File: config.mk
export PLATFORM = sky130hd
export DESIGN_NAME = boton_eventos
export DESIGN_NICKNAME = d
export VERILOG_FILES = /design/src/rtl/boton_eventos.sv
export SDC_FILE = /design/constraint.sdc
export NUM_CORES = 1
export LEC_CHECK = 0
export BUFFER_PORTS_ARGS = -buffer_cell sky130_fd_sc_hd__buf_2
export CORE_UTILIZATION = 40
export CTS_CLUSTER_DIAMETER = 200
export DETAILED_ROUTE_END_ITERATION = 7
export PLACE_DENSITY_LB_ADDON = 0.08
export REMOVE_ABC_BUFFERS = 1
export SETUP_SLACK_MARGIN = 0.5
export SKIP_CTS_REPAIR_TIMING = 1
export SLEW_MARGIN = 40
export SYNTH_ARGS = -nofsm -noshare
export SYNTH_HDL_FRONTEND = slang
export SYNTH_SLANG_ARGS = --single-unit
File: constraint.sdc
create_clock -name clk -period 3.2 [get_ports clk]
set_input_delay 0.16 -clock clk [delete_from_list [all_inputs] [get_ports clk]]
set_output_delay 0.16 -clock clk [all_outputs]
set_load 0.005 [all_outputs]
File: src/rtl/boton_eventos.sv
// rtl/boton_eventos.sv - button event decoder: press, release, short, long and auto-repeat pulses
// Consumes a debounced, clk-synchronous button level; all outputs are registered.
module boton_eventos #(
  parameter int unsigned LONG_CYCLES   = 12000000,
  parameter int unsigned REPEAT_CYCLES = 2400000
) (
  input  logic clk,
  input  logic rst,
  input  logic btn_clean,
  output logic press_pulse,
  output logic release_pulse,
  output logic short_pulse,
  output logic long_pulse,
  output logic repeat_pulse,
  output logic held
);

  localparam logic [23:0] LONG_LAST   = 24'(LONG_CYCLES - 1);
  localparam logic [23:0] REPEAT_LAST = 24'(REPEAT_CYCLES - 1);

  typedef enum logic [1:0] {
    ARM,
    IDLE,
    PRESSED,
    LONG
  } state_t;

  state_t      state;
  logic [23:0] cnt;

  always_ff @(posedge clk) begin
    if (rst) begin
      state         <= ARM;
      cnt           <= '0;
      press_pulse   <= 1'b0;
      release_pulse <= 1'b0;
      short_pulse   <= 1'b0;
      long_pulse    <= 1'b0;
      repeat_pulse  <= 1'b0;
      held          <= 1'b0;
    end else begin
      press_pulse   <= 1'b0;
      release_pulse <= 1'b0;
      short_pulse   <= 1'b0;
      long_pulse    <= 1'b0;
      repeat_pulse  <= 1'b0;
      case (state)
        // A button already down when reset lifts must be released before it counts.
        ARM: begin
          held <= 1'b0;
          if (!btn_clean) state <= IDLE;
        end
        IDLE: begin
          held <= 1'b0;
          if (btn_clean) begin
            press_pulse <= 1'b1;
            cnt         <= '0;
            held        <= 1'b1;
            state       <= PRESSED;
          end
        end
        PRESSED: begin
          if (!btn_clean) begin
            release_pulse <= 1'b1;
            short_pulse   <= 1'b1;
            held          <= 1'b0;
            state         <= IDLE;
          end else if (cnt == LONG_LAST) begin
            long_pulse <= 1'b1;
            cnt        <= '0;
            state      <= LONG;
          end else begin
            cnt <= cnt + 24'd1;
          end
        end
        LONG: begin
          // Release is checked first so it always wins over a coincident repeat.
          if (!btn_clean) begin
            release_pulse <= 1'b1;
            held          <= 1'b0;
            state         <= IDLE;
          end else if (cnt == REPEAT_LAST) begin
            repeat_pulse <= 1'b1;
            cnt          <= '0;
          end else begin
            cnt <= cnt + 24'd1;
          end
        end
        default: begin
          held  <= 1'b0;
          state <= ARM;
        end
      endcase
    end
  end

endmodule

==> impl_metrics.prom <==
# TYPE chip_impl_metric gauge
chip_impl_info{name="outcome",value="complete, no violations"} 1
chip_impl_metric{name="synth-warning-count",unit=""} 0
chip_impl_metric{name="grt_overflow_total",unit=""} 0
chip_impl_info{name="rsz0062_at_grt",value="no"} 1
chip_impl_metric{name="fin_worst_skew",unit="ns"} 0.00798
chip_impl_metric{name="grt_antenna_before_repair",unit=""} 0
chip_impl_metric{name="total_power",unit="uW"} 1100
chip_impl_metric{name="detailedPlacementHpwl",unit="mm"} 2.25
chip_impl_info{name="worstPathCellList",value="or4b_1 -> or3_1 -> o31a_2 -> o31ai_4 -> nor2_1"} 1
chip_impl_info{name="holdCritPathClass",value="in -> reg"} 1
chip_impl_metric{name="die-height",unit="um"} 64.8
chip_impl_metric{name="number_of_flops_mapped_to_enable_cells_by_yosys",unit=""} 0
chip_impl_metric{name="detail_route.first_pass.iterations",unit=""} 4
chip_impl_metric{name="power_density",unit="nW/um^2"} 621
chip_impl_metric{name="report.final.hold_viol_count",unit=""} 0
chip_impl_info{name="synthDominantAreaCellType",value="dfxtp_1"} 1
chip_impl_info{name="cts_tree",value="done"} 1
chip_impl_info{name="setup.worst_path.class",value="reg -> reg"} 1
chip_impl_metric{name="finalSetupViolCount",unit=""} 0
chip_impl_metric{name="detail_route.iter0.violations",unit=""} 131
chip_impl_metric{name="io-pin-count",unit=""} 9
chip_impl_metric{name="detailroute.via_count",unit=""} 1308
chip_impl_metric{name="wl_per_cell",unit="um"} 12.9
chip_impl_info{name="netlist_top_cells_area",value="dfxtp_1 41%, xnor2_1 8.9%, nor2_1 6.7%, ha_1 4.0%, nand2_1 3.6%"} 1
chip_impl_metric{name="tightestPinTransition",unit="ns"} 0.766
chip_impl_metric{name="final.setup.tns",unit="ns"} 0
chip_impl_info{name="synth.cells.most_frequent",value="32 x dfxtp_1, 28 x nor2_1, 16 x xnor2_1"} 1
chip_impl_metric{name="worstPathMaxFanout",unit=""} 18
chip_impl_metric{name="numClockSinks",unit=""} 32
chip_impl_metric{name="ir_drop",unit="uV"} 209
chip_impl_metric{name="leakagePower",unit="uW"} 0.000613
chip_impl_metric{name="drc_errors",unit=""} 0
chip_impl_info{name="worstSetupEndpointType",value="flip-flop"} 1
chip_impl_metric{name="synthCells",unit=""} 189
chip_impl_metric{name="cts_htree_levels",unit=""} 2
chip_impl_metric{name="period_share",unit="%"} 77.8
chip_impl_metric{name="path_clk_slew",unit="ns"} 0.07
chip_impl_metric{name="min_period",unit="ns"} 2.49
chip_impl_metric{name="place.detailed.instances",unit=""} 240
chip_impl_metric{name="cp.required",unit="ns"} 3.34
chip_impl_metric{name="synth.top_cell.area_share",unit="%"} 40.6
chip_impl_metric{name="routed_wl",unit="mm"} 3.21
chip_impl_info{name="cp_slowest_cell",value="o31ai_4"} 1
chip_impl_metric{name="finish.instance_area",unit="sq um"} 1780
chip_impl_metric{name="final_layout_size_suffix_gt1_share",unit="%"} 10.0
chip_impl_metric{name="count_of_max_cap_constraint_violations",unit=""} 0
chip_impl_metric{name="final_core_utilization",unit="%"} 47.8
chip_impl_metric{name="rows",unit=""} 22
chip_impl_metric{name="max_slew_margin",unit="%"} 49.0
chip_impl_metric{name="place.gp.congestion",unit=""} 0.801
chip_impl_metric{name="maximum_buffer_depth_of_the_clock_tree",unit=""} 2
chip_impl_metric{name="initial_cell_density_of_the_core",unit="%"} 42.5
chip_impl_metric{name="maximum_number_of_pins_on_one_net_before_global_route_repair",unit=""} 19
chip_impl_metric{name="number_of_global_route_vias_before_repair",unit=""} 1214
chip_impl_metric{name="insertedDiodeCount",unit=""} 0
chip_impl_metric{name="globalRouteMet2Util",unit="%"} 26.2
chip_impl_metric{name="fillerInstances",unit=""} 379
chip_impl_metric{name="ys_ff_latch",unit=""} 32
chip_impl_metric{name="area_after_dpl",unit="sq um"} 1650
chip_impl_metric{name="post_synth_num_cell_types",unit=""} 35
chip_impl_metric{name="aggregate_global_route_resource_usage",unit="%"} 18.0
chip_impl_metric{name="use_met3",unit="%"} 5.28
chip_impl_info{name="clock-root-buffer",value="clkbuf_8"} 1
chip_impl_info{name="timing.critical_path.from_type",value="flip-flop"} 1
chip_impl_metric{name="timing.fmax",unit="MHz"} 402
chip_impl_metric{name="placement.io_buffers",unit=""} 8
chip_impl_metric{name="vias_per_cell",unit=""} 5.27
chip_impl_metric{name="synthArstFlopShare",unit="%"} 0
chip_impl_metric{name="design.core.area",unit="sq um"} 3720
chip_impl_metric{name="crit_path_max_incr_delay",unit="ns"} 0.64
chip_impl_metric{name="design.die.area",unit="sq um"} 4200
chip_impl_metric{name="tritoncts.num_buffers",unit=""} 5
chip_impl_metric{name="die_w",unit="um"} 64.8
chip_impl_metric{name="grt_pass1_wl",unit="mm"} 5.66
chip_impl_info{name="synth_top_flop_cell",value="dfxtp_1"} 1
chip_impl_metric{name="global_route.usage.met1",unit="%"} 24.3
chip_impl_metric{name="mappedNetlistArea",unit="sq um"} 1580
chip_impl_info{name="top_usage_layer",value="met2"} 1
chip_impl_metric{name="sequential_fraction_of_the_synthesis_area",unit="%"} 40.6
chip_impl_metric{name="slew_viol_final",unit=""} 0
chip_impl_metric{name="post_synth.cell_area_avg",unit="sq um"} 8.35
chip_impl_metric{name="arrival",unit="ns"} 2.63
chip_impl_metric{name="fin_cells",unit=""} 248
chip_impl_metric{name="route.antenna.remaining_nets",unit=""} 0
chip_impl_metric{name="clk_latency",unit="ns"} 0.29
chip_impl_info{name="synthMostInstantiatedCell",value="dfxtp_1"} 1
chip_impl_metric{name="syn2layout_area_growth",unit="%"} 12.6
chip_impl_metric{name="design.final.nets",unit=""} 207
-- final timing paths --
kind	from	to	slack, ns	cells past startpoint
worst max register to register	cnt[17]	cnt[4]	0.71	5
worst max-delay path	cnt[17]	cnt[4]	0.71	5
worst min register to register	held	held	0.48	2
worst min-delay path	btn_clean	short_pulse	0.19	2
-- per-layer routing --
metal | part of all wire (%) | vias to the layer above
met1 | 50 | 603
met3 | 4.2 | 8
met4 | 1.8 | 0
li1 | - | 677
met2 | 44 | 20
met5 | 0 | -
-- report_power, final --
group	switching, uW	total [uW]	internal (uW)
clock	150	425	275
combinational	153	239	86.0
sequential	18.7	440	421
-- cell type report --
type | instances | area (sq um) | share of cell area (%)
Multi-Input combinational cell | 141 | 868 | 48.9
Sequential cell | 32 | 641 | 36.1
Clock buffer | 7 | 96.3 | 5.42
Tap cell | 48 | 60.1 | 3.38
Inverter | 11 | 41.3 | 2.32
Timing Repair Buffer | 8 | 40.0 | 2.25
Clock inverter | 1 | 30.0 | 1.69
-- critical path: cells and delay by family (launching register included) --
family / cells / cell delay [ns]
AND/OR/NAND/NOR: 3 / 0.97
flip-flops: 1 / 0.37
AO/OA/AOI/OAI: 2 / 1.00
-- placed cells by master, fill, tap and decap left out, drive strengths merged, types with 6 or more instances in the layout --
cell,count
nor2,28
nor3,9
buf,8
a21oi,7
o21ai,6
nand2,15
nand3,8
dfxtp,32
nor4,6
inv,11
xnor2,16
clkbuf,7
-- kinds of logic (layout without fill, tap and decap cells) --
kind of cell / after synthesis / after routing / synth area share, %
flops: 32 / 32 / 40.6
fa+ha+maj: 5 / 5 / 3.97
mux: 1 / 1 / 0.714
compound gates: 24 / 24 / 10.2
buf+inv: 16 / 27 / 4.36
xor+xnor: 18 / 18 / 9.99
simple gates: 93 / 93 / 30.2
-- sequential cells by signal, indices dropped and copies added (netlist names) --
signal / count
release_pulse: 1
held: 1
long_pulse: 1
state: 2
press_pulse: 1
repeat_pulse: 1
cnt: 24
short_pulse: 1
-- through the flow --
step                setup slack (ns)  hold slack (ns)
global route                   0.543            0.194
finish                         0.711            0.193
CTS                            0.696            0.178
global placement               0.783            0.458
floorplan                       1.03            0.229
detailed placement             0.711            0.477
(Power assumes the default switching activity.)
